`src/rtl/demux_1x3_reg_if.sv`:
```
// Upstream word/select/handshake and the three downstream channel ports of demux_1x3_reg.
// The demux itself connects through the slave modport; the producer/consumer side uses master.
interface demux_1x3_reg_if #(
  parameter int DATA_WIDTH = 16
);
  logic [DATA_WIDTH-1:0] data_in;
  logic [1:0]            sel_1x3_in;
  logic                  valid_in;
  logic                  ready_out;

  logic [DATA_WIDTH-1:0] out_00;
  logic [DATA_WIDTH-1:0] out_01;
  logic [DATA_WIDTH-1:0] out_10;
  logic                  valid_00_out;
  logic                  valid_01_out;
  logic                  valid_10_out;
  logic                  ready_00_in;
  logic                  ready_01_in;
  logic                  ready_10_in;

  logic [15:0]           xfer_count_out;

  modport slave (
    input  data_in, sel_1x3_in, valid_in,
    input  ready_00_in, ready_01_in, ready_10_in,
    output ready_out,
    output out_00, out_01, out_10,
    output valid_00_out, valid_01_out, valid_10_out,
    output xfer_count_out
  );

  modport master (
    output data_in, sel_1x3_in, valid_in,
    output ready_00_in, ready_01_in, ready_10_in,
    input  ready_out,
    input  out_00, out_01, out_10,
    input  valid_00_out, valid_01_out, valid_10_out,
    input  xfer_count_out
  );
endinterface

```
`src/rtl/demux_1x3_reg.sv`:
```
// Registered 1-to-3 demux with one holding register per output channel and
// valid/ready handshakes on both sides; counts accepted words.
module demux_1x3_reg #(
  parameter int DATA_WIDTH = 16
) (
  input  logic            clk_in,
  input  logic            rst_n_in,
  demux_1x3_reg_if.slave  bus
);

  localparam int NUM_CH = 3;

  typedef enum logic {
    EMPTY = 1'b0,
    FULL  = 1'b1
  } ch_state_e;

  ch_state_e             state_q [NUM_CH];
  ch_state_e             state_d [NUM_CH];
  logic [DATA_WIDTH-1:0] data_q  [NUM_CH];

  logic [NUM_CH-1:0] tgt_hot;
  logic [NUM_CH-1:0] full_vec;
  logic [NUM_CH-1:0] drain_rdy;
  logic [NUM_CH-1:0] load;
  logic              ready;
  logic              accept;
  logic [15:0]       count_q;

  // Channel index order throughout: bit 0 = ch00, bit 1 = ch01, bit 2 = ch10.
  assign drain_rdy = {bus.ready_10_in, bus.ready_01_in, bus.ready_00_in};

  always_comb begin
    // NOTE: every combinational output gets a default before any branch, so no
    // path leaves a signal unassigned and no latch is inferred.
    tgt_hot = 3'b100;
    case (bus.sel_1x3_in)
      2'b00:   tgt_hot = 3'b001;
      2'b01:   tgt_hot = 3'b010;
      default: tgt_hot = 3'b100;
    endcase
  end

  always_comb begin
    full_vec = '0;
    for (int i = 0; i < NUM_CH; i++) begin
      full_vec[i] = (state_q[i] == FULL);
    end
  end

  // A full target can still take a word when its consumer drains it this same
  // cycle, which keeps back-to-back traffic bubble-free.
  assign ready  = |(tgt_hot & (~full_vec | drain_rdy));
  assign accept = bus.valid_in & ready;
  assign load   = tgt_hot & {NUM_CH{accept}};

  always_comb begin
    for (int i = 0; i < NUM_CH; i++) begin
      state_d[i] = state_q[i];
      case (state_q[i])
        EMPTY: if (load[i]) state_d[i] = FULL;
        FULL:  if (!load[i] && drain_rdy[i]) state_d[i] = EMPTY;
        default: state_d[i] = EMPTY;
      endcase
    end
  end

  always_ff @(posedge clk_in or negedge rst_n_in) begin
    // NOTE: state registers use non-blocking assignment so every flop samples
    // pre-edge values regardless of process ordering.
    if (!rst_n_in) begin
      for (int i = 0; i < NUM_CH; i++) begin
        state_q[i] <= EMPTY;
      end
    end else begin
      for (int i = 0; i < NUM_CH; i++) begin
        state_q[i] <= state_d[i];
      end
    end
  end

  always_ff @(posedge clk_in or negedge rst_n_in) begin
    // NOTE: the holding registers are reset on purpose: the channel outputs
    // must read zero while reset is asserted, not just be flagged invalid.
    if (!rst_n_in) begin
      for (int i = 0; i < NUM_CH; i++) begin
        data_q[i] <= '0;
      end
    end else begin
      for (int i = 0; i < NUM_CH; i++) begin
        if (load[i]) data_q[i] <= bus.data_in;
      end
    end
  end

  always_ff @(posedge clk_in or negedge rst_n_in) begin
    if (!rst_n_in) begin
      count_q <= '0;
    end else if (accept) begin
      count_q <= count_q + 16'd1;
    end
  end

  assign bus.ready_out      = ready;
  assign bus.out_00         = data_q[0];
  assign bus.out_01         = data_q[1];
  assign bus.out_10         = data_q[2];
  assign bus.valid_00_out   = full_vec[0];
  assign bus.valid_01_out   = full_vec[1];
  assign bus.valid_10_out   = full_vec[2];
  assign bus.xfer_count_out = count_q;

endmodule

```
`src/flat_wrapper.sv`:
```
// flat-port wrapper written by rule: the top's interface ports become plain ports
module demux_1x3_reg_flat 
#(
  parameter int DATA_WIDTH = 16
)
  (clk_in, rst_n_in, bus_data_in, bus_sel_1x3_in, bus_valid_in, bus_ready_00_in, bus_ready_01_in, bus_ready_10_in, bus_ready_out, bus_out_00, bus_out_01, bus_out_10, bus_valid_00_out, bus_valid_01_out, bus_valid_10_out, bus_xfer_count_out);
  demux_1x3_reg_if #(.DATA_WIDTH(DATA_WIDTH)) bus_i ();
  input  logic clk_in;
  input  logic rst_n_in;
  input wire logic [$bits(bus_i.data_in)-1:0] bus_data_in;
  input wire logic [$bits(bus_i.sel_1x3_in)-1:0] bus_sel_1x3_in;
  input wire logic [$bits(bus_i.valid_in)-1:0] bus_valid_in;
  input wire logic [$bits(bus_i.ready_00_in)-1:0] bus_ready_00_in;
  input wire logic [$bits(bus_i.ready_01_in)-1:0] bus_ready_01_in;
  input wire logic [$bits(bus_i.ready_10_in)-1:0] bus_ready_10_in;
  output wire logic [$bits(bus_i.ready_out)-1:0] bus_ready_out;
  output wire logic [$bits(bus_i.out_00)-1:0] bus_out_00;
  output wire logic [$bits(bus_i.out_01)-1:0] bus_out_01;
  output wire logic [$bits(bus_i.out_10)-1:0] bus_out_10;
  output wire logic [$bits(bus_i.valid_00_out)-1:0] bus_valid_00_out;
  output wire logic [$bits(bus_i.valid_01_out)-1:0] bus_valid_01_out;
  output wire logic [$bits(bus_i.valid_10_out)-1:0] bus_valid_10_out;
  output wire logic [$bits(bus_i.xfer_count_out)-1:0] bus_xfer_count_out;
  assign bus_i.data_in = bus_data_in;
  assign bus_i.sel_1x3_in = bus_sel_1x3_in;
  assign bus_i.valid_in = bus_valid_in;
  assign bus_i.ready_00_in = bus_ready_00_in;
  assign bus_i.ready_01_in = bus_ready_01_in;
  assign bus_i.ready_10_in = bus_ready_10_in;
  assign bus_ready_out = bus_i.ready_out;
  assign bus_out_00 = bus_i.out_00;
  assign bus_out_01 = bus_i.out_01;
  assign bus_out_10 = bus_i.out_10;
  assign bus_valid_00_out = bus_i.valid_00_out;
  assign bus_valid_01_out = bus_i.valid_01_out;
  assign bus_valid_10_out = bus_i.valid_10_out;
  assign bus_xfer_count_out = bus_i.xfer_count_out;
  demux_1x3_reg #(.DATA_WIDTH(DATA_WIDTH)) u_core (.clk_in(clk_in), .rst_n_in(rst_n_in), .bus(bus_i));
endmodule
```
`config.mk`:
```
export PLATFORM = sky130hd
export DESIGN_NAME = demux_1x3_reg_flat
export DESIGN_NICKNAME = d
export VERILOG_FILES = /design/src/rtl/demux_1x3_reg_if.sv /design/src/rtl/demux_1x3_reg.sv /design/src/flat_wrapper.sv
export SDC_FILE = /design/constraint.sdc
export NUM_CORES = 1
export LEC_CHECK = 0
export CAP_MARGIN = 15
export CORE_MARGIN = 8
export CORE_UTILIZATION = 47
export DETAILED_ROUTE_END_ITERATION = 7
export PLACE_DENSITY = 0.82
export SLEW_MARGIN = 0
export SYNTH_ARGS = -nofsm -noshare
export SYNTH_HDL_FRONTEND = slang
export SYNTH_SLANG_ARGS = --single-unit
```
`constraint.sdc`:
```
create_clock -name clk_in -period 3.9 [get_ports clk_in]
set_input_delay 0.585 -clock clk_in [delete_from_list [all_inputs] [get_ports clk_in]]
set_output_delay 0.585 -clock clk_in [all_outputs]
set_load 0.02 [all_outputs]
```
Yosys cells after proc, flatten, opt, wreduce, memory -nomap -nowiden

Cells that the tools add are included.

Bits in registers: 67
Bits of input ports: 24
Word-level logic and storage cells: 35
Output and inout port bits: 68

Add/sub/neg operators: 1
Bitwise logic cells: 8
Equality and inequality tests: 1
Mux-type cells: 10
Reduce and logical (&&, ||, !) cells: 8

Operator list:

| operator              | number |
|---|---|
| $add 16x1->16 const B | 1 |
| $and 3x3->3           | 2 |
| $mux 1                | 6 |
| $pmux 1 s2            | 3 |
| $pmux 3 s2            | 1 |
| $logic_and 1x1->1     | 3 |
| $logic_not 1->1       | 3 |
| $not 1->1             | 3 |
| $not 3->3             | 1 |
| $or 3x3->3            | 1 |
| $reduce_or 3->1       | 1 |
| $eq 2x1->1 const B    | 1 |
| $logic_not 2->1       | 1 |
| $and 1x1->1           | 1 |

Longest topological paths before layout

Depth after elaboration: 10
Depth in mapped cells: 5
Gate-level depth less buffers: 5

Worst setup path before layout

OpenSTA, ideal clock, no wires.

Path kind: in2out
Start point: input port bus_sel_1x3_in[1]
End point: output port bus_ready_out
Arrival: 1337 ps
Setup slack: 1978 ps
Data required time: 3315 ps
Buffers on the path: 0
Cell stages on the path: 2
Cells stage by stage: or4b_4 -> o211a_1

Word-level cells in the longest chain between the ends: 4
Elaborated cells between the ends (all ways): 5
Classes of those cells: eq/ne (1); mux (1); bitwise (1); reduce/logical (2)

RTL lines:

| what                                          | RTL line            | text |
|---|---|---|
| start, declared                               | flat_wrapper.sv:11  | `input wire logic [$bits(bus_i.sel_1x3_in)-1:0] bus_sel_1x3_in;` |
| $eq 2x1->1 or $logic_not 2->1 (tied branches) | demux_1x3_reg.sv:37 | `case (bus.sel_1x3_in)` |
| $pmux 3 s2 *                                  | demux_1x3_reg.sv:37 |  |
| $and 3x3->3 *                                 | demux_1x3_reg.sv:53 | `assign ready = \|(tgt_hot & (~full_vec \| drain_rdy));` |
| $reduce_or 3->1 *                             | demux_1x3_reg.sv:53 |  |
| end, declared                                 | flat_wrapper.sv:16  | `output wire logic [$bits(bus_i.ready_out)-1:0] bus_ready_out;` |

Mark *: on every way between the ends. The rest lies on a longest branch, timed or not.

Worst setup path in the final report

Same ends and word-level chain as after synthesis.

==> metrics.md <==
| Metric | Value |
|---|---|
| Initial core utilization | `approximately half` |
| R2R depth | `4` |
| Core box area | `approximately 5500 µm²` |
| Wire length of the first global-routing pass | `10.27 mm` |
| Net count reported at finish | `around 310` |
| Number of vias after detailed routing | `1839` |
| RSZ-0062 raised after global routing | `no` |
| Critical path type | `input port to output pin` |
| Estimated wirelength of the detail-placed design | `4.645 mm` |
| Worst clock skew | `between 5 and 6 ps` |
| Ant diodes | `0` |
| Final setup violation count | `0` |
| All-layer global routing usage | `between 15 and 20%` |
| Antenna-violating nets left | `0` |
| Type of the tightest min-delay check | `input port to async pin` |
| Number of optimization iterations in the first detailed-route pass | `4` |
| Horizontal die dimension | `91.66 µm` |
| Fraction of layout instances using a drive strength above 1 | `approximately a quarter` |
| Maximum level of the CTS H-tree | `3` |
| Count of buffers inserted at the top-level ports | `91` |
| Element type at the critical path start | `input port` |
| Worst supply voltage drop on vdd | `0.0004022 V` |
| Worst Tran Pin Value | `951.4 ps` |
| Total Neg Setup Slack | `0 ps` |
| Clock tree from TritonCTS | `built` |
| Power density over the cells | `622.7 nW/µm²` |
| Most common cell after layout, fill and taps aside | `clkdlybuf4s50_1` |
| Vertical extent of the die | `91.66 µm` |
| Cell type with the highest aggregate area in the netlist | `dfrtp_1` |
| Max-Cap Viols | `0` |
| Period utilisation layout | `75.86%` |
| Initial DRC Count | `41` |
| Total number of yosys warnings | `0` |
| Number of hold-repair buffers added at the cts stage | `0` |
| Worst relative slew slack | `36.57%` |
| Remaining Overflow, GRT | `0` |
| Register area share after synthesis | `62.33%` |
| Last weighted congestion value of the routability-driven placer | `0.7618` |
| Unique cell type count in the Yosys netlist | `26` |
| Outcome | `completed` |
| Maximum number of pins on one net before global-route repair | `between 40 and 50` |
| Clock period minus worst slack | `2959 ps` |
| Number of fillers in the final layout | `roughly 400` |
| Total wire length after detailed routing | `between 6 and 7 mm` |
| Clock root buffer | `clkbuf_8` |
| Via density per instance | `5.066` |
| Leakage Power | `1.632 nW` |
| DP Worst Slack | `951.5 ps` |
| Number of placement rows | `27` |
| Seq cells post-synth | `67` |
| Post_cts resized | `0` |
| Critical path required time | `3310 ps` |
| Post-Synthesis Cells | `187` |
| Clock-pin slew on the worst setup and hold paths | `70 ps` |
| Final Slew Violations | `0` |
| Area of the mapped netlist | `2690 µm²` |
| Portion of synthesized cell area occupied by the leading cell type | `62.33%` |
| Crit-path max FO | `7` |
| Number of placed I/O pins | `92` |
| Die Area | `8401 µm²` |
| Clock latency on the worst-skew pair | `between 300 and 400 ps` |
| Average instance area after synthesis | `14.39 µm²` |
| Post CTS Setup Buffer Count | `0` |
| Final worst-path setup slack | `941.5 ps` |
| Net Count, Synth | `212` |
| Number of buffers on the longest clock path | `2` |
| Type of destination of the critical path | `output pin` |
| Data arrival time of the critical path | `2370 ps` |
| Commonest cells after routing, fill and taps aside | `clkdlybuf4s50_1, dfrtp_1, mux2_2` |
| Final-report hold violation count | `0` |
| Area growth from synthesis to final layout | `44.79%` |
| Number of clock sinks | `67` |
| Number of DRC violations after detailed routing | `0` |
| Total CTS buffers | `9` |
| Main area contributors after synthesis | `dfrtp_1, mux2_2, xor2_1` |
| Fmax | `338.0 MHz` |
| Antenna violations before repair | `0` |
| Number of global-route vias before repair | `1972` |
| Detailed-route wire length per cell | `17.20 µm` |
## cell families (layout without fill, tap and decap cells)
| group | count (synthesis) | count (layout) | synth area share [%] |
|---|---|---|---|
| AO/OA/AOI/OAI | 4 | 4 | 1.302 |
| XOR/XNOR | 15 | 15 | 4.884 |
| adder cells (fa/ha/maj) | 1 | 1 | 0.4650 |
| buffers and inverters | 9 | 113 | 1.907 |
| flip-flops | 67 | 67 | 62.33 |
| multiplexers | 49 | 49 | 20.51 |
| AND/OR/NAND/NOR | 42 | 42 | 8.605 |
## metrics by stage
stage | util [%] | cells | hold WS, ps | power [mW] | cell area [µm²]
6_report | 70.73 | 363 | 399.6 | 2.425 | 3895
5_1_grt | 70.73 | 363 | 486.1 | 2.544 | 3895
4_1_cts | 70.73 | 363 | 428.9 | 2.453 | 3895
3_5_place_dp | 66.60 | 347 | 469.1 | 1.803 | 3667
3_3_place_gp | 66.60 | 347 | 457.2 | 1.780 | 3667
2_1_floorplan | - | 187 | 289.4 | 1.368 | 2690
## routing by layer
metal / up-vias / global-route usage (%) / wire [µm]
met5: - / 0 / 0
met2: 54 / 24.91 / 3104
met4: 0 / 8.868 / 183
li1: 856 / - / -
met3: 15 / 4.401 / 415
met1: 914 / 17.78 / 2540
## area by class of cell
| type | instances | area [µm²] | share of cell area, % |
|---|---|---|---|
| inverter | 4 | 15.01 | 0.3855 |
| clock buffer | 12 | 155.1 | 3.983 |
| clock inverter | 4 | 72.57 | 1.863 |
| tap | 72 | 90.09 | 2.313 |
| sequential | 67 | 1677 | 43.05 |
| timing repair buffer | 93 | 920.9 | 23.64 |
| multi-input combinational | 111 | 964.7 | 24.77 |
## registers in the layout, indices dropped and copies added (netlist names)
| signal | count |
|---|---|
| u_core.bus.out_10 | 16 |
| u_core.bus.out_00 | 16 |
| u_core.bus.valid_01_out | 1 |
| u_core.bus.xfer_count_out | 16 |
| u_core.bus.valid_00_out | 1 |
| u_core.bus.valid_10_out | 1 |
| u_core.bus.out_01 | 16 |
## where the power goes
part,internal (mW),switching [mW]
Clock,0.394,0.253
Combinational,0.409,0.387
Sequential,0.851,0.132
Total,1.65,0.771
## final timing paths
| check | to | from | slack [ps] |
|---|---|---|---|
| setup / recovery | bus_ready_out | bus_sel_1x3_in[1] | 940 |
| hold / removal | u_core.bus.xfer_count_out[0] | rst_n_in | 400 |
| setup reg to reg | u_core.bus.xfer_count_out[13] | u_core.bus.valid_00_out | 2050 |
| hold reg to reg | u_core.bus.xfer_count_out[15] | u_core.bus.xfer_count_out[15] | 470 |
| max in group asynchronous | u_core.bus.out_10[4] | rst_n_in | 2640 |
| min in group clk_in | u_core.bus.xfer_count_out[15] | u_core.bus.xfer_count_out[15] | 470 |
## critical path, stage by stage
cell and delay [ps]:
clkdlybuf4s50_1 500, or4b_4 600, o211a_1 150, clkdlybuf4s50_1 540
## synth_stat cells, drive strengths merged
library cell / instances
or4b: 1
inv: 4
ha: 1
nand2b: 2
nand2: 6
nor4bb: 1
dfrtp: 67
nand3b: 1
mux2: 49
nand3: 9
nor2b: 1
clkbuf: 1
or4bb: 1
o2111ai: 1
buf: 4
or2: 1
xor2: 13
o211a: 1
nor4: 3
nor3: 6
nand4: 2
o21ai: 2
xnor2: 2
nor2: 8
Power figures use the tool's default switching activity.
